--- src/rtl/dist_mem_responder.sv ---
// dist_mem_responder: memory-side responder for the CPU distribution port.
// Moves one 256-bit distribution (8 x 32-bit words) against a word-wide RAM,
// one word per cycle, and holds clk_stall high until the transfer completes.
// Optional build macro: DIST_BOUNDS_CHECK_EN. When it is defined, a transfer
// whose last word would fall past the top of the RAM performs no RAM access
// and sets err. When it is undefined, word addresses wrap modulo RAM depth.
module dist_mem_responder #(
    parameter int WORD_ADDR_W = 10,
    parameter int RAM_RD_LAT  = 1
) (
    input  logic                   clk,
    input  logic                   reset_n,
    input  logic [31:0]            addr,
    input  logic                   DMemRead,
    input  logic                   DMemWrite,
    input  logic [255:0]           dist_in,
    output logic [255:0]           dist_out,
    output logic                   clk_stall,
    output logic [WORD_ADDR_W-1:0] mem_addr,
    output logic [31:0]            mem_wdata,
    output logic                   mem_we,
    input  logic [31:0]            mem_rdata,
    output logic                   err
);

    // The capture schedule below assumes read data one cycle after the address.
    generate
        if (RAM_RD_LAT != 1) begin : g_bad_rd_lat
            $error("dist_mem_responder: only RAM_RD_LAT == 1 is supported");
        end
    endgenerate

    typedef enum logic [2:0] {
        IDLE  = 3'd0,
        READ  = 3'd1,
        DRAIN = 3'd2,
        WRITE = 3'd3,
        DONE  = 3'd4
    } state_t;

    state_t                 state;
    state_t                 state_nxt;
    logic [2:0]             idx;
    logic [WORD_ADDR_W-1:0] base;
    logic [255:0]           wbuf;
    logic                   oob;

    logic                   req;
    logic [WORD_ADDR_W-1:0] req_base;
    logic                   req_oob;
    logic [31:0]            rd_word;

    // Only addr[WORD_ADDR_W+4:5] selects the base; the rest is don't-care.
    logic unused_addr;
    assign unused_addr = ^addr;

    assign req      = DMemRead | DMemWrite;
    assign req_base = addr[WORD_ADDR_W+4:5];

`ifdef DIST_BOUNDS_CHECK_EN
    // Carry out of base+7 means the last word lies beyond the top of the RAM.
    logic [WORD_ADDR_W:0] req_last;
    assign req_last = {1'b0, req_base} + (WORD_ADDR_W + 1)'(7);
    assign req_oob  = req_last[WORD_ADDR_W];
`else
    assign req_oob  = 1'b0;
`endif

    // An out-of-range read returns zeros instead of whatever the RAM holds.
    assign rd_word = oob ? 32'd0 : mem_rdata;

    // State register.
    always_ff @(posedge clk or negedge reset_n) begin
        if (!reset_n) begin
            state <= IDLE;
        end else begin
            // NOTE: sequential state uses <= so every flop samples pre-edge values.
            state <= state_nxt;
        end
    end

    // Transfer context, word index, read capture and sticky error flag.
    always_ff @(posedge clk or negedge reset_n) begin
        if (!reset_n) begin
            idx      <= 3'd0;
            base     <= '0;
            // NOTE: the 256-bit buffers are plain flops, not a RAM, so they take
            // the async reset like everything else and never expose stale data.
            wbuf     <= '0;
            oob      <= 1'b0;
            dist_out <= '0;
            err      <= 1'b0;
        end else begin
            case (state)
                IDLE: begin
                    if (req) begin
                        base <= req_base;
                        wbuf <= dist_in;
                        oob  <= req_oob;
                        idx  <= 3'd0;
                        if ((DMemRead && DMemWrite) || req_oob) begin
                            err <= 1'b1;
                        end
                    end
                end
                READ: begin
                    // Data for word idx-1 arrives while word idx is addressed.
                    if (idx != 3'd0) begin
                        dist_out[{idx - 3'd1, 5'd0} +: 32] <= rd_word;
                    end
                    idx <= idx + 3'd1;
                end
                DRAIN: begin
                    dist_out[255:224] <= rd_word;
                end
                WRITE: begin
                    idx <= idx + 3'd1;
                end
                default: begin
                end
            endcase
        end
    end

    // Next-state decode and RAM/stall outputs.
    always_comb begin
        // NOTE: every output gets a default first so no path can infer a latch.
        state_nxt = state;
        clk_stall = 1'b0;
        mem_we    = 1'b0;
        mem_addr  = '0;
        mem_wdata = 32'd0;
        case (state)
            IDLE: begin
                // Raised combinationally so the CPU clock is held before its next edge.
                clk_stall = req;
                if (req) begin
                    state_nxt = DMemWrite ? WRITE : READ;
                end
            end
            READ: begin
                clk_stall = 1'b1;
                mem_addr  = base + WORD_ADDR_W'(idx);
                if (idx == 3'd7) begin
                    state_nxt = DRAIN;
                end
            end
            DRAIN: begin
                clk_stall = 1'b1;
                state_nxt = DONE;
            end
            WRITE: begin
                clk_stall = 1'b1;
                mem_we    = ~oob;
                mem_addr  = base + WORD_ADDR_W'(idx);
                mem_wdata = wbuf[{idx, 5'd0} +: 32];
                if (idx == 3'd7) begin
                    state_nxt = DONE;
                end
            end
            DONE: begin
                // One unstalled cycle lets the CPU advance; requests are ignored.
                state_nxt = IDLE;
            end
            default: begin
                state_nxt = IDLE;
            end
        endcase
    end

endmodule

--- config.mk ---
export PLATFORM = sky130hd
export DESIGN_NAME = dist_mem_responder
export DESIGN_NICKNAME = d
export VERILOG_FILES = /design/src/rtl/dist_mem_responder.sv
export SDC_FILE = /design/constraint.sdc
export NUM_CORES = 1
export LEC_CHECK = 0
export ABC_AREA = 1
export CAP_MARGIN = 20
export CORE_AREA = 2 2 241 243
export CTS_CLUSTER_DIAMETER = 50
export CTS_CLUSTER_SIZE = 30
export DETAILED_ROUTE_END_ITERATION = 7
export DIE_AREA = 0 0 243 245
export GPL_TIMING_DRIVEN = 0
export PLACE_DENSITY = 0.73
export SETUP_SLACK_MARGIN = 0.05
export SLEW_MARGIN = 40
export SYNTH_ARGS = -nofsm -noshare
export SYNTH_HDL_FRONTEND = slang
export SYNTH_SLANG_ARGS = --single-unit
--- constraint.sdc ---
create_clock -name clk -period 3.42 [get_ports clk]
set_clock_uncertainty 0.1 [all_clocks]
set_input_delay 0.855 -clock clk [delete_from_list [all_inputs] [get_ports clk]]
set_output_delay 0.855 -clock clk [all_outputs]
set_load 0.005 [all_outputs]
==> metrics, run 1 <==
failing checks setup timing; share of layout cells above drive strength 1 15.62%; type of the worst min-delay path input port to asynchronous set/reset pin; R2R Path End dist_out[37]$_DFFE_PN0P_; crit path launch type register; WP buf/inv 5; Maximum Capacitance Violations 0; die area 59540 sq um; vias in the first global route 23.25k; port buffer count 602; Pleak 16.70 nW; fillcell total 5080; Tightest Pin Transition 0.7202 ns; CTS sink cnt 529; Max clock buf depth 3; H-tree levels 2; via count 24.02k; sequential-to-total area share from yosys stat 52.95%; Finished Core Util 61.63%; period utilization 104.0%; root buffer cell clkbuf_16; Syn. warnings 0; sum of negative setup slack -1.312 ns; Die W 243 microns; synthesized cell area 25000 sq um; Post-DRT Antenna Nets 0; Initial Util 43.83%; worst slack, placed -0.9059 ns; RePlAce Congestion 0.9787; r2r worst-path depth 12; Via density 5.236; normalized max-slew margin 51.99%; Post-synth EDFFs 0; CP most frequent cell buf_12; pin count of the biggest net entering global routing 76; IO Count 625; GRT Total Usage 31.42%; Clock Pin Slew Worst Setup and Hold Paths 0.07 ns; Critical Path End Type output pin; HPWL after DPL 73840 microns; die extent in y 245 microns; Area Growth Syn to Fin 40.61%; Detailed Route WL 96190 microns; CP required 2.46 ns; initial antenna violation count 8; Max Slew Vio Count 0; CP Max Fanout 5; min cycle time layout 3.557 ns; FF+latch count, synth 529; Routed WL per cell 20.97 microns; Critical Path AT 2.60 ns; Hold Fails Final Rpt 0; CP max stage delay 0.53 ns; status finished, violations left; Mapped Nets 3430; Remaining DRCs 0; crit path kind register to output pin; multi-input logic area 10090 sq um; CTS hold repair buffers 0; Worst setup startpoint idx[0]$_DFFE_PN0P_; fmax 281.2 MHz; critical path, cell by cell clkinvlp_4 > buf_12 > buf_12 > clkbuf_16 > nor2_2 > o211ai_1 > nand2_2 > nor2_4 > clkbuf_2; PwrDens 941.9 nW/um^2; CTS buffer count 48; Avg Synthesized Cell Area 8.080 sq um; final setup fails 24; register area 13250 sq um; CTS tree done; async set-reset flop share out of synthesis 100.0%; Peak VDD IR 467.1 uV; Core ar. 57030 sq um; CP top delay family buffers and inverters; row count 88; Synth Flop Type dfrtp_1; DRT Pass-1 Iters 5; critical path's slowest cell dfrtp_4; RSZ-0062 raised after global routing true; clk_lat worst skew 0.60 ns; Cells after Synth 3094; FF-to-FF setup slack 0.20 ns; first-pass GRT wire length 141900 microns; Yosys cell types 35; PnR worst setup slack -0.1368 ns; total grt overflow 0; Final #Nets 4117; Initial DRC Count 2154; Crit Reg-Reg Startpoint idx[0]$_DFFE_PN0P_
## worst max path at each step
stage / to / slack [ns] / depth (start not counted)
6_report: mem_wdata[17] / -0.14 / 9
5_1_grt: mem_addr[8] / -0.16 / 10
4_1_cts: mem_wdata[18] / -0.44 / 8
3_5_place_dp: mem_wdata[4] / -0.91 / 8
3_3_place_gp: wbuf[113]$_DFFE_PN0P_ / -22.25 / 1
2_1_floorplan: dist_out[225]$_DFFE_PN0P_ / 0.65 / 16
## flip-flops by register name, indices dropped and copies added (netlist names)
register and cells:
dist_out 256, base 10, wbuf 256, idx 3
state 3, err 1
## stage by stage
stage	instance area [sq um]	power, W	instances	hold slack, ns
global route	35150	0.03505	4588	0.1220
floorplan	25000	0.01817	3094	0.3478
detailed placement	32180	0.02539	4468	0.3617
finish	35150	0.03311	4588	0.1055
CTS	34500	0.03185	4569	0.1031
global placement	31980	0.02507	4461	0.3596
## where the power goes
group / total, W / leakage [nW] / switching (W) / internal, W
registers: 0.0110 / 6.15 / 0.00192 / 0.00908
clock network: 0.00566 / 0.778 / 0.00272 / 0.00294
logic: 0.0164 / 9.78 / 0.00967 / 0.00677
total: 0.0331 / 16.7 / 0.0143 / 0.0188
## cells by family (layout without fill, tap and decap cells)
group           count (synthesis)  after routing  share of synthesized area (%)
flops                         529            529                          52.95
simple gates                 1272           1272                          20.45
fa+ha+maj                      12             12                         0.6306
other cells                     0              2                              0
buf+inv                       580           1307                          9.979
compound gates                701            701                          15.99
## layout by cell type, fill, tap and decap left out, types with 9 or more instances in the layout
cell and count:
nor2_1 218, inv_1 373, nor2_2 49, clkbuf_16 53, o211ai_1 32, nor2_4 44
nand3_1 98, buf_4 24, clkbuf_1 47, clkinvlp_4 12, buf_6 44, nand2_1 826
buf_12 10, o21ai_1 89, buf_2 77, o21ai_2 116, clkdlybuf4s50_1 559, o22ai_2 9
ha_1 9, dfrtp_1 527, nand2_2 16, o22ai_1 15, clkbuf_2 44, o21ai_0 416
## metal layers
layer	routed length [microns]	global-route usage (%)	up-vias
met3	7596	6.167	234
met1	36520	38.35	11510
met5	53	0	-
met2	47350	54.05	1127
met4	4673	14.04	10
li1	-	-	11140
## synth_stat cells, types with 3 or more instances
master / count / area (sq um)
nand2_1: 839 / 3149
dfrtp_1: 529 / 13240
o21ai_0: 465 / 2327
inv_1: 375 / 1408
nor2_1: 304 / 1141
nand3_1: 102 / 510.5
o21ai_2: 96 / 840.8
clkbuf_1: 85 / 319.1
buf_2: 77 / 385.4
o21ai_1: 63 / 315.3
o211ai_1: 32 / 240.2
o22ai_1: 32 / 200.2
buf_6: 26 / 292.8
ha_1: 11 / 137.6
a21oi_1: 9 / 45.04
buf_4: 6 / 45.04
buf_1: 4 / 15.01
inv_2: 4 / 15.01
nand2_2: 4 / 25.02
nand2_4: 4 / 45.04
nand3_4: 4 / 70.07
nor2_4: 4 / 45.04
nand3b_4: 3 / 60.06
nor2_2: 3 / 18.77
## area by class of cell
| cell class | instances | share of cell area (%) |
|---|---|---|
| diodes | 2 | 0.01424 |
| plain buffers | 199 | 3.883 |
| clock buffers | 53 | 3.616 |
| clock inverters | 37 | 1.050 |
| inverters | 380 | 4.083 |
| multi-input cells | 1985 | 28.69 |
| flip-flops and latches | 529 | 37.68 |
| well taps | 765 | 2.723 |
| repair buffers | 638 | 18.26 |
## repair_timing
| action | 4_1_cts | 5_1_grt |
|---|---|---|
| pin swaps | 48 | 84 |
| endpoints found under the setup margin | 298 | 74 |
| resized for setup | 270 | 269 |
| setup buffers | 11 | 15 |
| cloned | 0 | 4 |
Power figures use the tool's default switching activity.
==> run 2: changes to the inputs <==
- MAX_ROUTING_LAYER: default -> met4
==> metrics, run 2 (synthesis gave the netlist of run 1 again) <==
status finished, violations left; failing checks setup timing; dpl cells 4469 (+0.022%); initial antenna violation count 7 (-1); RePlAce Congestion 1.012 (+3.4%); commonest non-fill, non-tap cell in the layout nand2_1; CP Max Fanout 6 (+1); total grt overflow 0 (unchanged); Critical Path AT 2.59 ns (about the same); normalized max-slew margin 35.76% (-16 points); highest metal used met4; CTS buffer count 54 (+13%); GRT Total Usage 33.01% (+1.6 points); Met1 Wirelength 37500 microns (+2.7%); Critical Path End Type output pin; via count 24.29k (+1.1%); Area Growth Syn to Fin 42.37%; CTS tree done; PwrDens 955.5 nW/um^2 (+1.4%); dpl cell area 32200 sq um (about the same); CP required 2.46 ns (about the same); clk_lat worst skew 0.60 ns (about the same); Remaining DRCs 0 (unchanged); Post-DRT Antenna Nets 0 (unchanged); vias in the first global route 23.54k (+1.2%); root buffer cell clkbuf_16; final setup fails 11 (-54%); die area 59540 sq um (unchanged); Core ar. 57030 sq um (unchanged); Finished Layout Cells 4612 (+0.52%); DRT Pass-1 Iters 5 (unchanged); Pleak 16.93 nW (+1.3%); Initial Util 43.83% (unchanged); wire length on met2 48500 microns (+2.4%); Routed WL per cell 21.18 microns (+1.0%); crit path launch type register; Max Slew Vio Count 0 (unchanged); Via density 5.266 (+0.59%); Peak VDD IR 619.4 uV (+33%); CTS hold repair buffers 0 (unchanged); Hold Fails Final Rpt 0 (unchanged); Die W 243 microns (unchanged); row count 88 (unchanged); port buffer count 602 (unchanged); period utilization 103.5% (-0.45 points); IO Count 625 (unchanged); CTS sink cnt 529 (unchanged); type of the worst min-delay path input port to asynchronous set/reset pin; H-tree levels 2 (unchanged); fmax 282.4 MHz (+0.44%); HPWL after DPL 74480 microns (+0.87%); Initial DRC Count 1961 (-9.0%); Maximum Capacitance Violations 0 (unchanged); worst hold slack 0.09843 ns (-0.007093 ns); FF-to-FF setup slack 0.24 ns (+0.04 ns); sum of negative setup slack -0.5970 ns (+0.7153 ns); share of layout cells above drive strength 1 15.78% (+0.16 points); die extent in y 245 microns (unchanged); Tightest Pin Transition 0.9636 ns (+0.2434 ns); first-pass GRT wire length 144200 microns (+1.6%); largest registers dist_out: 256 flops, wbuf: 256 flops, base: 10 flops; most frequent cells in the layout nand2_1, clkdlybuf4s50_1, dfrtp_1, o21ai_0, inv_1; RSZ-0062 raised after global routing true; Final #Nets 4130 (+0.32%); pin count of the biggest net entering global routing 74 (-2.6%); Final Power 0.03401 W (+2.7%); Detailed Route WL 97700 microns (+1.6%); Final Instance Area 35590 sq um (+1.3%); met3 WL 7038 microns (-7.3%); PnR worst setup slack -0.1214 ns (+0.01544 ns); min cycle time layout 3.541 ns (-0.01544 ns); Max clock buf depth 3 (unchanged); Clock Pin Slew Worst Setup and Hold Paths 0.06 ns (about the same); crit path kind register to output pin
run 2: where the power goes:
group	switching, W	leakage (nW)	internal [W]
sequential	0.00194	6.15	0.00909
combinational	0.00980	9.86	0.00692
clock	0.00285	0.919	0.00341
total	0.0146	16.9	0.0194
run 2: critical path: stages (launching register included):
cell	delay, ns
dfrtp_4	0.53
clkinvlp_4	0.19
buf_12	0.17
buf_8	0.13
buf_6	0.10
nor2_2	0.03
o211ai_1	0.34
nand2_2	0.20
nor2_4	0.15
buf_2	0.13
run 2: path summary, 6_finish.rpt:
check / start / to / cells after the start
hold reg to reg: err$_DFFE_PN0P_ / err$_DFFE_PN0P_ / 1
hold / removal: reset_n / dist_out[79]$_DFFE_PN0P_ / 1
setup reg to reg: idx[0]$_DFFE_PN0P_ / dist_out[242]$_DFFE_PN0P_ / 13
max in group asynchronous: reset_n / wbuf[109]$_DFFE_PN0P_ / 5
min in group clk: err$_DFFE_PN0P_ / err$_DFFE_PN0P_ / 1
setup / recovery: idx[0]$_DFFE_PN0P_ / mem_wdata[18] / 9
run 2: layer usage:
metal,vias to the layer above,global-route usage [%]
li1,11180,-
met1,11730,39.04
met2,1133,55.57
met3,249,5.959
met4,0,14.06
met5,-,-
run 2: through the flow:
step	utilization, %	setup slack, ns
2_1_floorplan	-	0.6512
3_3_place_gp	56.08	-22.26
3_5_place_dp	56.46	-0.8685
4_1_cts	61.44	-0.1826
5_1_grt	62.40	-0.1442
6_report	62.41	-0.1214
run 2: what timing repair did:
action,CTS,global route
gates resized for setup,419,160
setup endpoints to repair,298,106
cloned,3,2
pin swaps,98,91
buffers inserted,21,9
run 2: final cells by class:
type | count | area (sq um)
inverter | 380 | 1438
tap | 765 | 957.2
antenna | 7 | 17.52
buffer | 200 | 1416
multi-input combinational | 1985 | 10140
clock inverter | 36 | 365.4
timing repair buffer | 644 | 6500
clock buffer | 66 | 1510
sequential | 529 | 13250
fill | 4990 | 21440
==> run 3: changes to the inputs <==
- CORE_AREA: 2 2 241 243 -> 2 2 245 247
- CTS_BUF_LIST: default -> sky130_fd_sc_hd__clkbuf_8
- DIE_AREA: 0 0 243 245 -> 0 0 247 249
- PLACE_DENSITY: 0.73 -> 0.71
==> metrics, run 3 (synthesis gave the netlist of run 1 again) <==
status finished, violations left; failing checks setup timing; initial antenna violation count 5 (-2); pin count of the biggest net entering global routing 75 (+1.4%); Worst setup startpoint idx[0]$_DFFE_PN0P_; Max Slew Vio Count 0 (unchanged); final setup fails 31 (+20); PnR worst setup slack -0.2169 ns (-0.09548 ns); CTS hold repair buffers 0 (unchanged); worst hold slack 0.02774 ns (-0.07068 ns); R2R Path End dist_out[120]$_DFFE_PN0P_; Pint 0.01769 W (-8.9%); type of the worst min-delay path input port to asynchronous set/reset pin; CTS tree done; clk_lat worst skew 0.66 ns (+0.06 ns); Final Instance Area 34790 sq um (-2.3%); sequential share of power 34.3% (+1.9 points); port buffer count 602 (unchanged); Maximum Capacitance Violations 0 (unchanged); H-tree levels 2 (unchanged); Pleak 16.57 nW (-2.1%); Core ar. 58690 sq um (+2.9%); Tightest Pin Transition 0.9245 ns (-0.03911 ns); dpl cell area 32190 sq um (about the same); total grt overflow 0 (unchanged); Peak VDD IR 470.6 uV (-24%); crit path kind register to output pin; commonest non-fill, non-tap cell in the layout nand2_1; Die W 247 microns (+1.6%); Sw Pwr 0.01419 W (-2.7%); Clock Pin Slew Worst Setup and Hold Paths 0.09 ns (+0.03 ns); CTS sink cnt 529 (unchanged); die extent in y 249 microns (+1.6%); first-pass GRT wire length 143000 microns (-0.83%); Detailed Route WL 96430 microns (-1.3%); root buffer cell clkbuf_8; Hold Fails Final Rpt 0 (unchanged); CP required 2.46 ns (about the same); CTS buffer count 54 (unchanged); Initial Util 42.60% (-1.2 points); min cycle time layout 3.637 ns (+0.09548 ns); Area Growth Syn to Fin 39.16%; die area 61500 sq um (+3.3%); Critical Path AT 2.68 ns (+0.09 ns); fmax 275.0 MHz (-2.6%); most frequent cells in the layout nand2_1, clkdlybuf4s50_1, dfrtp_1, o21ai_0, inv_1; CP Max Fanout 5 (-1); worst slack, placed -1.016 ns (-0.1475 ns); vias in the first global route 23.53k (-0.042%); Initial DRC Count 1943 (-0.92%); FF-to-FF setup slack 0.21 ns (-0.03 ns); dpl cells 4476 (+0.16%); Clk pwr share 13.8% (-4.6 points); combinational cell fraction of total power 52.0% (+2.8 points); HPWL after DPL 74280 microns (-0.27%); Routed WL per cell 20.90 microns (-1.4%); crit path launch type register; r2r worst-path depth 12 (-1); Sw Share 44.51% (+1.6 points); normalized max-slew margin 38.37% (+2.6 points); largest registers dist_out: 256 flops, wbuf: 256 flops, base: 10 flops; share of layout cells above drive strength 1 15.77% (about the same); PwrDens 916.5 nW/um^2 (-4.1%); Crit Reg-Reg Startpoint idx[0]$_DFFE_PN0P_; Max clock buf depth 3 (unchanged); IO Count 625 (unchanged); Post-DRT Antenna Nets 0 (unchanged); via count 23.95k (-1.4%); Critical Path End Type output pin; row count 89 (+1.1%); period utilization 106.3% (+2.8 points); Finished Layout Cells 4615 (+0.065%); Via density 5.190 (-1.5%); GRT Total Usage 31.72% (-1.3 points); RePlAce Congestion 0.9766 (-3.5%); Remaining DRCs 0 (unchanged); Final #Nets 4132 (+0.048%); DRT Pass-1 Iters 5 (unchanged); RSZ-0062 raised after global routing true
run 3: cell count changes in the layout (fill, tap and decap cells not counted), sizes merged:
| cell | change |
|---|---|
| clkbuf | -2 |
| clkinv | +4 |
| clkinvlp | +2 |
| buf | -3 |
| dlygate4sd2 | -2 |
| dlymetal6s2s | -1 |
| inv | -1 |
| diode | -2 |
run 3: area by class of cell:
class                           count  area, sq um
Fill cell                        5299        23900
Sequential cell                   529        13250
Multi-Input combinational cell   1985        10150
Timing Repair Buffer              646         6475
Inverter                          380         1440
Buffer                            200         1345
Tap cell                          773        967.2
Clock buffer                       56        770.7
Clock inverter                     41        380.4
Antenna cell                        5        12.51
run 3: per-layer routing:
| metal | GRT usage, % | routed length, microns | up-vias |
|---|---|---|---|
| met3 | 5.753 | 7224 | 227 |
| met1 | 37.62 | 36800 | 11540 |
| met5 | - | 0 | - |
| met4 | 13.60 | 4834 | 0 |
| li1 | - | - | 11150 |
| met2 | 52.72 | 47580 | 1041 |
run 3: worst max-delay path: stages (launching register included):
cell and delay, ns:
dfrtp_4 0.54, clkinvlp_4 0.21, buf_8 0.17, buf_8 0.13, buf_6 0.12, nor2_2 0.03
o211ai_1 0.42, nand2_1 0.13, nor2_1 0.14, buf_2 0.13
run 3: power by group through the flow:
stage,clock (W),combinational (W),sequential (W)
detailed placement,0,0.0146,0.0109
global placement,0,0.0143,0.0109
CTS,0.00442,0.0160,0.0108
floorplan,0,0.00769,0.0105
global route,0.00468,0.0181,0.0112
finish,0.00438,0.0166,0.0109
run 3: worst max path at each step:
stage,slack (ns),cells after the start,endpoint
floorplan,0.65,16,dist_out[225]$_DFFE_PN0P_
global placement,-22.41,1,wbuf[14]$_DFFE_PN0P_
detailed placement,-1.02,8,mem_wdata[7]
CTS,-0.27,8,mem_wdata[7]
global route,-0.26,10,mem_wdata[13]
finish,-0.22,9,mem_wdata[17]
run 3: per-stage QoR:
| step | total power, W | util [%] | TNS [ns] |
|---|---|---|---|
| after detailed placement | 0.02545 | 54.85 | -171.31 |
| final | 0.03189 | 59.28 | -3.077 |
| after global routing | 0.03392 | 59.28 | -6.911 |
| after global placement | 0.02515 | 54.52 | - |
| after floorplan | 0.01817 | - | 0 |
| after CTS | 0.03124 | 58.61 | -5.631 |
run 3: repair_timing:
action	in CTS	in global routing
buffers inserted	27	7
gates cloned	2	1
endpoints found under the setup margin	299	208
resized for setup	424	143
pin swaps	99	93
